[config.mk]
export PLATFORM = sky130hd
export DESIGN_NAME = ysyx_23060187_idex_stage
export DESIGN_NICKNAME = d
export VERILOG_FILES = /design/src/rtl/ysyx_23060187_idex_stage.sv
export SDC_FILE = /design/constraint.sdc
export NUM_CORES = 1
export LEC_CHECK = 0
export CAP_MARGIN = 40
export CELL_PAD_IN_SITES_DETAIL_PLACEMENT = 1
export CELL_PAD_IN_SITES_GLOBAL_PLACEMENT = 2
export CORE_MARGIN = 2
export CORE_UTILIZATION = 31
export CTS_CLUSTER_DIAMETER = 50
export DETAILED_ROUTE_END_ITERATION = 8
export PLACE_DENSITY = 0.84
export SKIP_CTS_REPAIR_TIMING = 1
export SLEW_MARGIN = 10
export SYNTH_ARGS = -nofsm -noshare
export SYNTH_HDL_FRONTEND = slang
export SYNTH_SLANG_ARGS = --single-unit
[constraint.sdc]
create_clock -name clk -period 1.8 [get_ports clk]
set_input_delay 0.54 -clock clk [delete_from_list [all_inputs] [get_ports clk]]
set_output_delay 0.54 -clock clk [all_outputs]
set_load 0.02 [all_outputs]
[src/rtl/ysyx_23060187_idex_stage.sv]
// ID/EX pipeline stage: a two-entry skid buffer feeding the ALU operand muxes.
// Define YSYX_23060187_IDEX_FWD_EN to compile in writeback forwarding into captured and held entries.
module ysyx_23060187_idex_stage (
    input  logic        clk,
    input  logic        rst,
    input  logic        in_valid,
    output logic        in_ready,
    input  logic [3:0]  in_ALUctrl,
    input  logic [31:0] in_pc,
    input  logic [31:0] in_rs1_data,
    input  logic [31:0] in_rs2_data,
    input  logic [4:0]  in_rs1,
    input  logic [4:0]  in_rs2,
    input  logic [31:0] in_imm,
    input  logic        in_src1_sel,
    input  logic        in_src2_sel,
    input  logic [4:0]  in_rd,
    input  logic        in_rd_wen,
    input  logic        flush,
    input  logic        wb_wen,
    input  logic [4:0]  wb_rd,
    input  logic [31:0] wb_data,
    output logic        out_valid,
    input  logic        out_ready,
    output logic [3:0]  ALUctrl,
    output logic [31:0] opnum1,
    output logic [31:0] opnum2,
    output logic [31:0] out_pc,
    output logic [4:0]  out_rd,
    output logic        out_rd_wen
);

    typedef struct packed {
        logic [3:0]  alu_ctrl;
        logic [31:0] pc;
        logic [31:0] rs1_data;
        logic [31:0] rs2_data;
        logic [4:0]  rs1;
        logic [4:0]  rs2;
        logic [31:0] imm;
        logic        src1_sel;
        logic        src2_sel;
        logic [4:0]  rd;
        logic        rd_wen;
    } entry_t;

    entry_t main_q, main_d, skid_q, skid_d;
    entry_t in_entry, in_p, main_p, skid_p;
    logic   main_valid_q, main_valid_d, skid_valid_q, skid_valid_d;
    logic   in_ready_q;
    logic   accept, consume;

    always_comb begin
        in_entry = '{alu_ctrl: in_ALUctrl, pc: in_pc, rs1_data: in_rs1_data,
                     rs2_data: in_rs2_data, rs1: in_rs1, rs2: in_rs2, imm: in_imm,
                     src1_sel: in_src1_sel, src2_sel: in_src2_sel, rd: in_rd,
                     rd_wen: in_rd_wen};
    end

`ifdef YSYX_23060187_IDEX_FWD_EN
    function automatic entry_t fwd(input entry_t e, input logic wen, input logic [4:0] rd,
                                   input logic [31:0] data);
        entry_t r;
        r = e;
        if (wen && rd != 5'd0) begin
            if (e.rs1 == rd) r.rs1_data = data;
            if (e.rs2 == rd) r.rs2_data = data;
        end
        return r;
    endfunction

    always_comb begin
        in_p   = fwd(in_entry, wb_wen, wb_rd, wb_data);
        main_p = main_valid_q ? fwd(main_q, wb_wen, wb_rd, wb_data) : main_q;
        skid_p = skid_valid_q ? fwd(skid_q, wb_wen, wb_rd, wb_data) : skid_q;
    end
`else
    logic unused_wb;
    assign unused_wb = ^{wb_wen, wb_rd, wb_data};

    always_comb begin
        in_p   = in_entry;
        main_p = main_q;
        skid_p = skid_q;
    end
`endif

    assign accept  = in_valid && in_ready_q;
    assign consume = main_valid_q && out_ready;

    always_comb begin
        main_d       = main_p;
        skid_d       = skid_p;
        main_valid_d = main_valid_q;
        skid_valid_d = skid_valid_q;
        if (flush) begin
            main_valid_d = 1'b0;
            skid_valid_d = 1'b0;
        end else if (!main_valid_q) begin
            if (accept) begin
                main_d       = in_p;
                main_valid_d = 1'b1;
            end
        end else if (!skid_valid_q) begin
            if (accept && consume) begin
                main_d = in_p;
            end else if (consume) begin
                main_valid_d = 1'b0;
            end else if (accept) begin
                skid_d       = in_p;
                skid_valid_d = 1'b1;
            end
        end else if (consume) begin
            main_d       = skid_p;
            skid_valid_d = 1'b0;
        end
    end

    always_ff @(posedge clk) begin
        if (rst) begin
            main_q       <= '0;
            skid_q       <= '0;
            main_valid_q <= 1'b0;
            skid_valid_q <= 1'b0;
            in_ready_q   <= 1'b1;
        end else begin
            main_q       <= main_d;
            skid_q       <= skid_d;
            main_valid_q <= main_valid_d;
            skid_valid_q <= skid_valid_d;
            in_ready_q   <= !(main_valid_d && skid_valid_d);
        end
    end

    // Outputs come from MAIN registers only, so there is no input-to-output path.
    assign in_ready   = in_ready_q;
    assign out_valid  = main_valid_q;
    assign ALUctrl    = main_q.alu_ctrl;
    assign opnum1     = main_q.src1_sel ? main_q.pc : main_q.rs1_data;
    assign opnum2     = main_q.src2_sel ? main_q.imm : main_q.rs2_data;
    assign out_pc     = main_q.pc;
    assign out_rd     = main_q.rd;
    assign out_rd_wen = main_q.rd_wen;

endmodule

==> results_dict.tcl <==
set metrics [dict create \
    outcome "finished, violations left" \
    violations "negative setup slack" \
    ant_nets 0 \
    clkSlewWorstSetupHoldPaths_ps 60 \
    fmax_ghz 0.445 \
    finalWorstSetupSlack_ps -447 \
    maxSlewHeadroom_pct 65.3 \
    ys_types 27 \
    antenna_found_initial 10 \
    min_path_type "flip-flop to flip-flop" \
    p_per_area_nw_per_um2 867 \
    yosys_warnings 0 \
    dr.pass1.iters 5 \
    path_cells "buf_12 > mux2_2 > buf_4" \
    syn_area_per_cell_um2 8.44 \
    r2r_cells 5 \
    cp_max_fo 13 \
    cellLeakagePower_uw 0.00778 \
    postLayoutCellArea_um2 19800 \
    cap_violations 0 \
    startpoint_type "flip-flop" \
    rsz0062_at_grt "yes" \
    cts_tree "done" \
    placed_area_um2 18600 \
    io_buffers 252 \
    clock_path_buffers 3 \
    layout.cells.non_filler 2568 \
    post-route-period-util_pct 125 \
    die_x_um 225 \
    finalNetCount 2105 \
    critPathArrivalTime_ps 1710 \
    cts.sinks 283 \
    first_iter_violations 1135 \
    gp_congestion 0.800 \
    ys_seq_elements 283 \
    avgRoutedWirePerCell_um 23.9 \
    worst_ep_required_time_ps 1260 \
    h-tree-depth 2 \
    design.portCount 301 \
    num_vias 15300 \
    setup_viol 64 \
    worst_path_largest_cell_delay_ps 420 \
    drv_slew 0 \
    initial_core_util_pct 31.5 \
    first_global_vias 15600 \
    track_usage_pct 23.4 \
    dieArea_um2 50400 \
    grt_max_degree 106 \
    drc 0 \
    syn_nets 1979 \
    tightest_slew_ps 520 \
    netlist_area_um2 15100 \
    clock-root-buffer "clkbuf_16" \
    rows 80 \
    worstSetupPathDepth 3 \
    hold_viol 0 \
    n_fill_cell 5457 \
    crit_family "flip-flops" \
    drt-vias-per-instance 5.97 \
    synth_seq_area_share_pct 37.6 \
    die_y_um 225 \
    grt_pass1_wl_um 93700 \
    insertion_delay_ps 560 \
    critPathSlowestCell "dfxtp_4" \
    dp_cells 2481 \
    pre_cts_ws_ps -401 \
    layout-drive-gt1-share_pct 18.8 \
    holdPathStages 2 \
    core_um2 47800 \
    setup.worst_path.class "flip-flop to output pin" \
    area_growth_pct 31.4 \
    cts-buffers-inserted 42 \
    dp_hpwl_um 38800 \
    grt_overflow 0 \
    skew_ps 12.0 \
    r2r_slack_ps 170 \
    vdd_drop_max_uv 547 \
    routed_wl_um 61400 \
    cp-end-kind "output pin" \
    synth_cells 1786 \
    critPathBufInv 2 \
    finalCriticalPeriod_ps 2250 \
]
==> metrics by stage <==
| step | hold WS, ps | power (uW) | util [%] | setup TNS (ps) |
|---|---|---|---|---|
| floorplan | 441 | 7900 | - | -65.8 |
| global placement | 450 | 9120 | 38.9 | -88820 |
| detailed placement | 460 | 9160 | 38.9 | -101680 |
| CTS | 450 | 17400 | 41.7 | -70800 |
| global route | 486 | 17800 | 41.4 | -28780 |
| finish | 465 | 17200 | 41.4 | -25820 |
==> final timing paths <==
| path | start | endpoint |
|---|---|---|
| setup / recovery | main_p[7] | opnum1[5] |
| hold / removal | main_p[58] | main_p[58] |
| setup reg to reg | out_valid | out_pc[25] |
| hold reg to reg | main_p[58] | main_p[58] |
==> layout make-up <==
| type | instances | area, um2 | area share, % |
|---|---|---|---|
| Clock inverter | 20 | 193 | 0.973 |
| Clock buffer | 55 | 1170 | 5.91 |
| Antenna cell | 10 | 25.0 | 0.126 |
| Multi-Input combinational cell | 1203 | 7950 | 40.1 |
| Tap cell | 615 | 769 | 3.88 |
| Sequential cell | 283 | 5690 | 28.7 |
| Inverter | 1 | 6.26 | 0.0316 |
| Timing Repair Buffer | 381 | 4000 | 20.2 |
==> report_power, final <==
part / switching (uW) / leakage (uW) / internal, uW
clock network: 3270 / 0.000658 / 4910
registers: 127 / 0.00230 / 6440
logic: 1390 / 0.00482 / 1030
==> cell usage after synthesis, drive strengths merged <==
cell     count  share of area [%]
nor2b        1              0.042
nand2b       2              0.083
or3          1              0.075
o31ai      140                7.0
a22o         1              0.058
a21boi     140                7.0
a22oi        2               0.13
nor2         3              0.075
dfxtp      283                 38
and3       141                5.8
nor3         2               0.14
mux2        64                4.8
nand3      142                4.7
clkbuf     138                3.4
buf        161                6.8
o2111ai    140                8.1
clkinv       1              0.025
o21ai      141                4.7
a21oi      281                9.3
nor3b        1              0.050
a2111oi      1               0.10
==> flip-flops by register name (all words and copies together) (netlist names) <==
name,cells
out_valid,1
skid_valid_q,1
out_rd,5
skid_p,140
out_rd_wen,1
out_pc,32
main_p,98
ALUctrl,4
in_ready,1
==> cells by family (layout without fill, tap and decap cells) <==
| kind of cell | Yosys count | after routing | synth area share (%) |
|---|---|---|---|
| multiplexers | 64 | 64 | 4.78 |
| other | 0 | 10 | 0 |
| buffers and inverters | 300 | 457 | 10.3 |
| AND/OR/NAND/NOR | 293 | 293 | 11.0 |
| AO/OA/AOI/OAI | 846 | 846 | 36.4 |
| flip-flops | 283 | 283 | 37.6 |
==> worst reg2reg max path, delay by kind of cell, from the launching register on <==
family	cells	cell delay, ps
AO/OA/AOI/OAI	3	580
buffers and inverters	2	520
flip-flops	1	410
==> cell usage in the layout, fill, tap and decap left out, types with 61 or more instances in the layout <==
cell type / synthesis / final
a21oi_1: 281 / 281
dfxtp_1: 283 / 274
clkdlybuf4s50_1: 0 / 142
nand3_1: 142 / 141
o31ai_1: 140 / 140
and3_1: 141 / 140
a21boi_0: 140 / 140
o2111ai_1: 140 / 140
o21ai_1: 100 / 100
buf_4: 58 / 74
buf_12: 0 / 61
==> routing by layer <==
layer / share of wire, % / global-route usage, % / up-vias
li1: - / - / 7049
met1: 44 / 31.1 / 7693
met2: 48 / 38.1 / 472
met3: 5.2 / 3.61 / 110
met4: 3.3 / 9.68 / 0
met5: 0 / 0 / -
Note: power is estimated with default switching activity, not from simulation.
